--- config.mk ---
export PLATFORM = sky130hd
export DESIGN_NAME = uart_tx_frame
export DESIGN_NICKNAME = d
export VERILOG_FILES = /design/src/rtl/uart_pkg.sv /design/src/rtl/uart_tx_parity.sv /design/src/rtl/uart_tx_frame.sv
export SDC_FILE = /design/constraint.sdc
export NUM_CORES = 1
export LEC_CHECK = 0
export BUFFER_PORTS_ARGS = -buffer_cell sky130_fd_sc_hd__buf_4
export CORE_MARGIN = 3
export CORE_UTILIZATION = 39
export DETAILED_ROUTE_END_ITERATION = 10
export PLACE_DENSITY = 0.61
export RECOVER_POWER = 50
export SYNTH_ARGS = -nofsm -noshare
export SYNTH_HDL_FRONTEND = slang
export SYNTH_SLANG_ARGS = --single-unit
--- constraint.sdc ---
create_clock -name clk -period 5.18 [get_ports clk]
set_clock_uncertainty 0.05 [all_clocks]
set_input_delay 0.259 -clock clk [delete_from_list [all_inputs] [get_ports clk]]
set_output_delay 0.259 -clock clk [all_outputs]
set_load 0.005 [all_outputs]
--- src/rtl/uart_pkg.sv ---
// Shared types and widths for the UART transmit framer.
package uart_pkg;

  typedef enum logic [2:0] {
    IDLE,
    START,
    DATA,
    PARITY,
    STOP
  } tx_state_e;

  localparam int BITS_PER_BYTE = 8;
  localparam int BIT_IDX_W = $clog2(BITS_PER_BYTE);

  function automatic int cnt_width(int clks);
    return (clks < 2) ? 1 : $clog2(clks);
  endfunction

endpackage

--- src/rtl/uart_tx_parity.sv ---
// Parity bit generator: even parity when odd_i=0, odd parity when odd_i=1.
module uart_tx_parity
  import uart_pkg::*;
(
  input  logic [BITS_PER_BYTE-1:0] data_i,
  input  logic                     odd_i,
  output logic                     parity_o
);

  assign parity_o = (^data_i) ^ odd_i;

endmodule

--- src/rtl/uart_tx_frame.sv ---
// UART transmit framer: start, 8 data bits LSB first, optional parity, stop.
// Parity bit is present only when UART_TX_PARITY_EN is defined.
module uart_tx_frame
  import uart_pkg::*;
#(
  parameter int CLKS_PER_BIT = 868,
  parameter int STOP_BITS    = 1
) (
  input  logic                     clk,
  input  logic                     rst_n,
  input  logic [BITS_PER_BYTE-1:0] tx_data,
  input  logic                     tx_valid,
  output logic                     tx_ready,
  input  logic                     parity_sel,
  output logic                     tx_serial,
  output logic                     tx_busy,
  output logic                     tx_done
);

  localparam int CW = cnt_width(CLKS_PER_BIT);
  localparam logic [CW-1:0] CNT_LAST = CW'(CLKS_PER_BIT - 1);
  localparam logic [BIT_IDX_W-1:0] DATA_LAST = BIT_IDX_W'(BITS_PER_BYTE - 1);
  localparam logic [BIT_IDX_W-1:0] STOP_LAST = BIT_IDX_W'(STOP_BITS - 1);

  tx_state_e state_q, state_d;
  logic [CW-1:0] cnt_q, cnt_d;
  logic [BIT_IDX_W-1:0] idx_q, idx_d;
  logic [BITS_PER_BYTE-1:0] shift_q, shift_d;
  logic par_q, par_d;
  logic serial_q, serial_d;
  logic ready_q, ready_d;
  logic busy_q, busy_d;
  logic done_q, done_d;
  logic accept, bit_end, par_bit;

  assign accept  = tx_valid && ready_q;
  assign bit_end = (cnt_q == CNT_LAST);

`ifdef UART_TX_PARITY_EN
  uart_tx_parity u_parity (
    .data_i  (tx_data),
    .odd_i   (parity_sel),
    .parity_o(par_bit)
  );
`else
  logic unused_parity_sel;
  assign unused_parity_sel = parity_sel;
  assign par_bit = 1'b0;
`endif

  always_comb begin
    state_d = state_q;
    cnt_d   = cnt_q;
    idx_d   = idx_q;
    shift_d = shift_q;
    par_d   = par_q;
    if (state_q != IDLE) begin
      cnt_d = bit_end ? '0 : cnt_q + 1'b1;
    end
    unique case (state_q)
      IDLE: begin
        cnt_d = '0;
        idx_d = '0;
        if (accept) begin
          state_d = START;
          shift_d = tx_data;
          par_d   = par_bit;
        end
      end
      START: begin
        if (bit_end) state_d = DATA;
      end
      DATA: begin
        if (bit_end) begin
          shift_d = shift_q >> 1;
          idx_d   = idx_q + 1'b1;
          if (idx_q == DATA_LAST) begin
            idx_d = '0;
`ifdef UART_TX_PARITY_EN
            state_d = PARITY;
`else
            state_d = STOP;
`endif
          end
        end
      end
      PARITY: begin
        if (bit_end) state_d = STOP;
      end
      STOP: begin
        if (bit_end) begin
          if (idx_q == STOP_LAST) state_d = IDLE;
          else idx_d = idx_q + 1'b1;
        end
      end
      default: state_d = IDLE;
    endcase
  end

  // Outputs are decoded from the next state so they can be registered.
  always_comb begin
    serial_d = 1'b1;
    unique case (state_d)
      IDLE:    serial_d = 1'b1;
      START:   serial_d = 1'b0;
      DATA:    serial_d = shift_d[0];
      PARITY:  serial_d = par_d;
      STOP:    serial_d = 1'b1;
      default: serial_d = 1'b1;
    endcase
    ready_d = (state_d == IDLE);
    busy_d  = (state_d != IDLE);
    done_d  = (state_q == STOP) && (state_d == IDLE);
  end

  always_ff @(posedge clk or negedge rst_n) begin
    if (!rst_n) begin
      state_q  <= IDLE;
      cnt_q    <= '0;
      idx_q    <= '0;
      shift_q  <= '0;
      par_q    <= 1'b0;
      serial_q <= 1'b1;
      ready_q  <= 1'b1;
      busy_q   <= 1'b0;
      done_q   <= 1'b0;
    end else begin
      state_q  <= state_d;
      cnt_q    <= cnt_d;
      idx_q    <= idx_d;
      shift_q  <= shift_d;
      par_q    <= par_d;
      serial_q <= serial_d;
      ready_q  <= ready_d;
      busy_q   <= busy_d;
      done_q   <= done_d;
    end
  end

  assign tx_serial = serial_q;
  assign tx_ready  = ready_q;
  assign tx_busy   = busy_q;
  assign tx_done   = done_q;

endmodule

# After elaboration in Yosys (flattened, before gate mapping)
# Index checks and enable logic that the tools add are counted.
[op_classes]
add_sub_neg = 2
n_eq_ne = 13
muxes = 22
reduce_logical = 12
[ops]
columns = ["operator", "n"]
rows = [
  ["$mux W3", 11],
  ["$mux W10", 3],
  ["$mux W8", 2],
  ["$pmux W8 S2", 1],
  ["$pmux W3 S5", 1],
  ["$eq A3 B2 Y1 const B", 4],
  ["$add A10 B1 Y10 const B", 1],
  ["$eq A10 B10 Y1 const B", 1],
  ["$logic_not A3 Y1", 3],
  ["$pmux W3 S3", 1],
  ["$reduce_bool A3 Y1", 3],
  ["$ne A2 B2 Y1 const B", 4],
  ["$eq A3 B1 Y1 const B", 2],
  ["$eq A3 B3 Y1 const B", 2],
  ["$reduce_and A4 Y1", 1],
  ["$reduce_bool A2 Y1", 2],
  ["$add A3 B1 Y3 const B", 1],
  ["$pmux W1 S3", 1],
  ["$reduce_and A3 Y1", 1],
  ["$logic_and A1 B1 Y1", 2],
  ["$mux W1", 2],
]
[word_totals]
regBits = 29
input_bits = 12
out_inout_bits = 4
word_cells = 59

# Depth between registers and ports, before layout
# Gate-level depths: netlist of run 1.
[logic_depth]
word_depth = 6
depth_mapped = 6
ltp_nobuf = 6

# Least setup slack after synthesis of run 1
# OpenSTA, ideal clock, no wires.
[synth_path]
kind = "register -> register"
startpoint = "register cnt_q[4]"
endpoint = "register busy_q, in the netlist tx_busy"
setup_time_ps = 131
arrival_ps = 1636
t_required_ps = 4999
path_slack_ps = 3363
path_stages_with_launch = 6
path_buffers = 1
period_less_slack_ps = 1817
path_cell_list = "dfrtp_1 or3b_1 buf_6 nor4_2 o22ai_2 or3_1"
[synth_between]
elab_chain_len = 4
elab_cells_between_ends = 7
classes_between = "eq/ne: 1; mux: 5; reduce/logical: 1"
[synth_lines]
columns = ["element", "line_no", "source"]
rows = [
  ["start, declared", "uart_tx_frame.sv:26", "logic [CW-1:0] cnt_q, cnt_d;"],
  ["start signal, assigned", "uart_tx_frame.sv:129", "cnt_q <= cnt_d;"],
  ["$eq A10 B10 Y1 *", "uart_tx_frame.sv:37", "assign bit_end = (cnt_q == CNT_LAST);"],
  ["$mux W3, on equally long branches", "-", ""],
  ["$pmux W3 S5 *", "uart_tx_frame.sv:60", "unique case (state_q)"],
  ["net state_d[2]", "uart_tx_frame.sv:25", "tx_state_e state_q, state_d;"],
  ["$reduce_bool A3 Y1 *", "uart_tx_frame.sv:112", "busy_d = (state_d != IDLE);"],
  ["net busy_d", "uart_tx_frame.sv:32", "logic busy_q, busy_d;"],
  ["end signal, assigned", "uart_tx_frame.sv:135", "busy_q <= busy_d;"],
  ["end, declared", "uart_tx_frame.sv:32", ""],
]
# The timed path passes the listed nets; every way through them passes the cells marked *.
# A chain may end at the register's enable or synchronous reset.

# Worst setup path after layout of run 1
[layout_path]
startpoint = "register state_q[1]"
endpoint = "register shift_q[3]"
[layout_between]
elab_chain_len = 3
elab_cells_between_ends = 7
classes_between = "eq/ne: 3; mux: 1; reduce/logical: 3"
[layout_lines]
columns = ["element", "line_no", "source"]
rows = [
  ["start, declared", "uart_tx_frame.sv:25", ""],
  ["start signal, assigned", "uart_tx_frame.sv:128", "state_q <= state_d;"],
  ["$eq A3 B2 Y1 / $logic_not A3 Y1 (equally long branches)", "uart_tx_frame.sv:60", ""],
  ["$ne A2 B2 Y1 (no source line) / $reduce_bool A2 Y1 (equally long branches)", "-", ""],
  ["$reduce_and A3 Y1 (no source line)", "-", ""],
  ["end signal, assigned", "uart_tx_frame.sv:131", "shift_q <= shift_d;"],
  ["end, declared", "uart_tx_frame.sv:28", "logic [BITS_PER_BYTE-1:0] shift_q, shift_d;"],
]
# Several ways; a longest one is shown, not always the timed one.

==> impl_metrics.ini, run 1 <==
[clock_network]
clock_tree.root_cell = sky130_fd_sc_hd__clkbuf_8
path_clk_slew_ns = 0.06
cts_buffers = 5
tritoncts_num_sinks = 29
max-clock-path-buffers = 2
post-cts-setup-buffer-count = 0
cts_hold_repair_buffers = 1
cts_tree = built
cts-htree-levels = 2
postCtsResizedCells = 0
clk_latency_ns = 0.28

[drt]
drt_first_pass_iters = 4
antenna_left = 0
avgViaCountPerCell = 5.460
drt_iter0_markers = 61
route.detailed.wl_per_inst_um = 12.92
drt_drc_violations_left = 0
via_count = 1103
route.final.wire_length_um = 2610

[logic_synthesis]
synth_compound_gate_area_share = 0.1465
synth_top_cell_area_share = 0.4572
yosys-top-cells-area = sky130_fd_sc_hd__dfrtp_1 (46%), sky130_fd_sc_hd__nor2_1 (4.3%), sky130_fd_sc_hd__dfstp_2 (3.6%), sky130_fd_sc_hd__a22o_1 (3.6%), sky130_fd_sc_hd__ha_1 (3.4%)
synth_adder_area_share = 0.03387
synth-seq-cells = 29
synth_edf_count = 0
ys.warnings.count = 0
synth_simple_gate_area_frac = 0.2134
combinational_family_with_the_most_area_after_synthesis = simple AND/OR/NAND/NOR gates
yosys.cell_count.top_type = sky130_fd_sc_hd__dfrtp_1
mappedNetlistArea_mm2 = 0.001478
synth.cells.most_frequent = sky130_fd_sc_hd__dfrtp_1 (27), sky130_fd_sc_hd__nor2_1 (17), sky130_fd_sc_hd__nand2_1 (9)
post_synth.cell_area_avg_um2 = 10.71
synth-xor-area-share = 0.05334
post-synth-top-area-cell = sky130_fd_sc_hd__dfrtp_1
synth-main-ff-cell = sky130_fd_sc_hd__dfrtp_1
synth_fp_nets = 154
postSynth.asyncResetShare = 1.000
ys_types = 42
ys_seq_area_frac = 0.4928
post_synthesis_mux_area_share = 0.02032
netlist_instances = 138

[setup_path]
cp_top_family = simple AND/OR/NAND/NOR gates
worst_setup_path_start_kind = flip-flop
critical_path_cell_count = 4
worst_r2r_path_depth = 4
crit_required_ns = 5.30
cp_num_buf_inv = 0
crit_arrival_ns = 2.61
critical-path-max-stage-delay_ns = 0.88
criticalPathCategory = reg -> reg
timing.critical_path.cells = or3b_1 > nor4_2 > nor2_1 > a21o_1
critPathMaxFanout = 11
critical_path_slowest_stage_cell = sky130_fd_sc_hd__nor4_2
critical_path_sink_type = flip-flop

[global_routing]
global_route.overflow_total = 0
maximum_number_of_pins_on_one_net_before_global_route_repair = 30
initial_antenna_violation_count = 0
use_met1 = 0.1646
gr-max-usage-layer = met2
globalRouteMet2Util = 0.2139
use_met3 = 0.06489
grt_usage = 0.1388
grt_pass1_vias = 1048
first_pass_grt_wire_length_um = 4588

[timing]
count_of_endpoints_failing_hold_in_the_final_timing_report = 0
maxSlewHeadroom = -0.01136
final_period_minus_worst_setup_slack_ns = 2.493
timing.final.setup_violations = 0
fmax_mhz = 401.2
fin_setup_tns_ns = 0
worst_slew_pin_slew_ns = 1.517
grt_setup_unrepaired = no
slew_violations = 30
layout_worst_path_cycle_share = 0.4812

[die]
initial_util = 0.4228
num_io_pins = 16
die_ht_um = 67.56
coreArea_mm2 = 0.003495
fp.dieArea_mm2 = 0.004564
floorplan.rows = 21
die_width_um = 67.56

[power_and_ir_drop]
vdd_drop_max_v = 0.0001135
power_density_mw_per_mm2 = 241.9
leakage_nw = 0.7793

[run_status]
violations = capacitance limit, slew limit
run_status = finished, violations left

[finish]
antenna_cells_inserted = 0
finish.instance_area_mm2 = 0.001693
synthToLayoutAreaGrowth_pct = 14.56
finalNetCount = 171
postLayoutCoreUtil = 0.4844
finish.cell_count_without_fillers = 202
layout-drive-gt1-share = 0.1731

[place]
port_buffers = 14
place.detailed.hpwl_um = 1892
placed_cells = 193
routabilityCongestion = 0.7552
dpl-instance-area_mm2 = 0.001604

[hold_path]
min_path_type = in -> reg
timing.hold.worst_path_depth = 3

[job]
drv.max_cap_violation_count = 1
-- worst paths after layout --
check	start	endpoint	slack, ns
worst max-delay path	state_q[1]	shift_q[3]	2.69
worst min register to register	shift_q[4]	shift_q[4]	0.43
min in group asynchronous	rst_n	state_q[0]	0.83
max in group asynchronous	rst_n	cnt_q[1]	3.36
worst max register to register	state_q[1]	shift_q[3]	2.69
worst min-delay path	tx_data[7]	shift_q[7]	0.14
-- final cells by class --
| class | instances | area [um2] |
|---|---|---|
| sequential | 29 | 728.2 |
| tap | 46 | 57.56 |
| timing repair buffer | 15 | 111.4 |
| clock buffer | 6 | 72.57 |
| fill | 325 | 1802 |
| multi-input combinational | 98 | 690.7 |
| inverter | 6 | 22.52 |
| clock inverter | 2 | 10.01 |
-- state kept, by name, indices dropped and copies added (netlist names) --
register / count
tx_done: 1
par_q: 1
state_q: 3
shift_q: 8
idx_q: 3
tx_busy: 1
tx_ready: 1
tx_serial: 1
cnt_q: 10
-- stage by stage --
step / power (mW) / setup slack (ns) / hold slack [ns]
floorplan: 0.2308 / 3.363 / -0.08659
global placement: 0.2407 / 2.729 / 0.1449
detailed placement: 0.2409 / 2.683 / 0.1499
CTS: 0.4155 / 2.674 / 0.1357
global route: 0.4310 / 2.418 / 0.1561
finish: 0.4095 / 2.687 / 0.1403
-- tightest hold or removal path, stage by stage --
cell	delay, ns
sky130_fd_sc_hd__buf_4	0.08
sky130_fd_sc_hd__nand2_1	0.04
sky130_fd_sc_hd__o31ai_1	0.06
-- logic make-up (layout without fill, tap and decap cells) --
| logic type | count (synthesis) | after routing |
|---|---|---|
| multiplexers | 3 | 3 |
| XOR/XNOR | 9 | 9 |
| AO/OA/AOI/OAI | 26 | 26 |
| AND/OR/NAND/NOR | 56 | 56 |
| adder cells (fa/ha/maj) | 4 | 4 |
| buffers and inverters | 11 | 29 |
| flip-flops | 29 | 29 |
-- power by group --
group          switching [mW]  leakage (nW)  internal [mW]
Clock                  0.0801        0.0450         0.0927
Combinational         0.00508         0.372        0.00491
Sequential                  0         0.363          0.227
-- placed cells by master, fill, tap and decap left out, types with 2 or more instances in the layout --
cell type / instances
sky130_fd_sc_hd__nand3_1: 3
sky130_fd_sc_hd__a21o_1: 6
sky130_fd_sc_hd__clkbuf_1: 2
sky130_fd_sc_hd__dfrtp_1: 27
sky130_fd_sc_hd__or3_1: 2
sky130_fd_sc_hd__mux2i_1: 3
sky130_fd_sc_hd__xnor2_1: 5
sky130_fd_sc_hd__nand2b_1: 4
sky130_fd_sc_hd__nand4_1: 3
sky130_fd_sc_hd__o21ai_1: 2
sky130_fd_sc_hd__clkbuf_4: 2
sky130_fd_sc_hd__clkinv_2: 2
sky130_fd_sc_hd__or3b_1: 3
sky130_fd_sc_hd__nor4_2: 2
sky130_fd_sc_hd__dfstp_2: 2
sky130_fd_sc_hd__a22o_1: 6
sky130_fd_sc_hd__nand2_1: 9
sky130_fd_sc_hd__nor3_1: 4
sky130_fd_sc_hd__o31ai_1: 2
sky130_fd_sc_hd__nor2_1: 17
sky130_fd_sc_hd__inv_1: 6
sky130_fd_sc_hd__buf_4: 11
sky130_fd_sc_hd__xor2_1: 4
sky130_fd_sc_hd__ha_1: 4
sky130_fd_sc_hd__clkbuf_8: 5
-- layer usage --
layer | wire length [um] | vias up
met5 | 0 | -
met4 | 29 | 0
met3 | 136 | 4
met2 | 1232 | 29
met1 | 1211 | 543
li1 | - | 527
Power figures use the tool's default switching activity.
==> run 2: changes to the inputs <==
- clock period: 5.18 -> 2.6 ns (I/O delays scaled with it)
==> run 2 against run 1 <==
- the flow still finishes with violations (capacitance limit, slew limit)
- register-to-register slack worse by 2.1 ns
- sequential share of layout area is 0.66 points lower
- critical path depth stayed put
- combinational power is 100% higher
- global-route usage is 0.69 points higher
- critical endpoint is now shift_q[5]
- largest power group unchanged
==> impl_metrics.ini, run 2 (same netlist as run 1, synthesis figures left out) <==
[power_and_ir_drop]
internal_power_mw = 0.6767
leakage_nw = 0.7931
power_density_mw_per_mm2 = 490.8
power_frac_seq = 0.535
switching_power_mw = 0.1671
p_clk_frac = 0.441
vdd_drop_max_v = 0.0001879
combPwrFrac = 0.024
swShare = 0.1980

[finish]
antenna_cells_inserted = 0
max_flop_register = cnt_q
mostFrequentLayoutCell = sky130_fd_sc_hd__dfrtp_1
largest_register_ff_count = 10
layout-drive-gt1-share = 0.1761
fillCellCount = 344
synthToLayoutAreaGrowth_pct = 16.34
reg.largest.list = cnt_q (10), shift_q (8)
mostFrequentLayoutCells = sky130_fd_sc_hd__dfrtp_1 (27), sky130_fd_sc_hd__nor2_1 (17), sky130_fd_sc_hd__buf_4 (14), sky130_fd_sc_hd__nand2_1 (9)
finalNetCount = 174

[clock_network]
tritoncts_num_sinks = 29
cts_buffers = 5
cts-htree-levels = 2
post-cts-setup-buffer-count = 0
cts_tree = built
clock_tree.root_cell = sky130_fd_sc_hd__clkbuf_8
path_clk_slew_ns = 0.06
clk_latency_ns = 0.27
max-clock-path-buffers = 2

[setup_path]
setup.reg_to_reg.worst_slack_ns = 0.55
criticalPathCategory = reg -> reg
critPathMaxFanout = 9
critical-path-max-stage-delay_ns = 0.52
r2r_end = shift_q[5]
worst_r2r_path_depth = 4
critical_path_sink_type = flip-flop
crit_required_ns = 2.72
worst_setup_path_start_kind = flip-flop
crit_arrival_ns = 2.16
rr_startpoint = state_q[0]
critical_path_slowest_stage_cell = sky130_fd_sc_hd__nor4_2
timing.critical_path.cells = or3b_1 > nor4_2 > nor2_1 > a21o_1

[job]
drv.max_cap_violation_count = 1

[global_routing]
global_route.overflow_total = 0
maximum_number_of_pins_on_one_net_before_global_route_repair = 30
initial_antenna_violation_count = 0
grt_usage = 0.1457
grt_pass1_vias = 1097
first_pass_grt_wire_length_um = 4899

[die]
fp.dieArea_mm2 = 0.004564
floorplan.rows = 21
die_width_um = 67.56
die_ht_um = 67.56
initial_util = 0.4228
num_io_pins = 16
coreArea_mm2 = 0.003495

[timing]
count_of_endpoints_failing_hold_in_the_final_timing_report = 0
finalWorstSetupSlack_ns = 0.5541
worst_slew_pin_slew_ns = 1.507
grt_setup_unrepaired = no
fin_setup_tns_ns = 0
layout_worst_path_cycle_share = 0.7869
maxSlewHeadroom = -0.004940
final_period_minus_worst_setup_slack_ns = 2.046
fmax_mhz = 488.8
timing.final.setup_violations = 0
slew_violations = 30

[drt]
route.final.wire_length_um = 2694
drt_drc_violations_left = 0
via_count = 1089
drt_first_pass_iters = 4
antenna_left = 0
drt_iter0_markers = 64
avgViaCountPerCell = 5.312
route.detailed.wl_per_inst_um = 13.14

[hold_path]
timing.hold.worst_path_depth = 3
timing.hold.worst.start = tx_data[7]
min_to = shift_q[7]
min_path_type = in -> reg

[place]
routabilityCongestion = 0.8006
dpl_worst_slack_ns = 0.5461
port_buffers = 14
place.detailed.hpwl_um = 1913

[run_status]
violations = capacitance limit, slew limit
run_status = finished, violations left
[run 2: metrics by stage]
step / hold slack, ns / instances / power [mW] / instance area (um2) / utilization
final: 0.01510 / 205 / 0.8438 / 1719 / 0.4919
after global routing: 0.01573 / 205 / 0.8873 / 1719 / 0.4919
after CTS: 0.01203 / 205 / 0.8612 / 1727 / 0.4941
after detailed placement: 0.02101 / 196 / 0.4800 / 1627 / 0.4654
after global placement: 0.01619 / 196 / 0.4795 / 1627 / 0.4654
after floorplan: -0.2156 / 138 / 0.4599 / 1478 / -
[run 2: per-layer routing]
| layer | track usage | routed length [um] | vias to the layer above | share of wire |
|---|---|---|---|---|
| li1 | - | - | 536 | - |
| met1 | 0.1870 | 1295 | 528 | 0.48 |
| met2 | 0.2224 | 1234 | 18 | 0.46 |
| met3 | 0.03993 | 101 | 7 | 0.037 |
| met4 | 0.07595 | 62 | 0 | 0.023 |
| met5 | 0 | 0 | - | 0 |
[run 2: area by class of cell]
class                           count  area [um2]  share of cell area
Clock buffer                        8       90.09             0.05240
Inverter                            6       22.52             0.01310
Multi-Input combinational cell     98       690.7              0.4017
Sequential cell                    29       728.2              0.4236
Tap cell                           46       57.56             0.03348
Timing Repair Buffer               18       130.1             0.07569
[run 2: power by group through the flow]
stage | combinational (mW) | sequential (mW) | clock (mW)
3_5_place_dp | 0.0204 | 0.460 | 0
5_1_grt | 0.0229 | 0.451 | 0.413
2_1_floorplan | 0.000151 | 0.460 | 0
3_3_place_gp | 0.0199 | 0.460 | 0
4_1_cts | 0.0216 | 0.451 | 0.388
6_report | 0.0200 | 0.452 | 0.372
[run 2: worst max path at each step]
stage / startpoint / depth (start not counted) / slack [ns] / end
floorplan: cnt_q[4] / 5 / 0.78 / tx_busy
global placement: state_q[1] / 4 / 0.58 / shift_q[6]
detailed placement: state_q[0] / 4 / 0.55 / shift_q[5]
CTS: state_q[0] / 4 / 0.56 / shift_q[5]
global route: cnt_q[0] / 5 / 0.28 / shift_q[5]
finish: state_q[0] / 4 / 0.55 / shift_q[5]
[run 2: critical path: cells and delay by family (launching register included)]
family	cells	cell delay, ns
compound gates	1	0.23
flops	1	0.47
simple gates	3	1.19
[run 2: what timing repair did]
| action | CTS | global route |
|---|---|---|
| hold endpoints to repair | 27 | 0 |
| resized for setup | 0 | 0 |
| hold buffers | 1 | 0 |
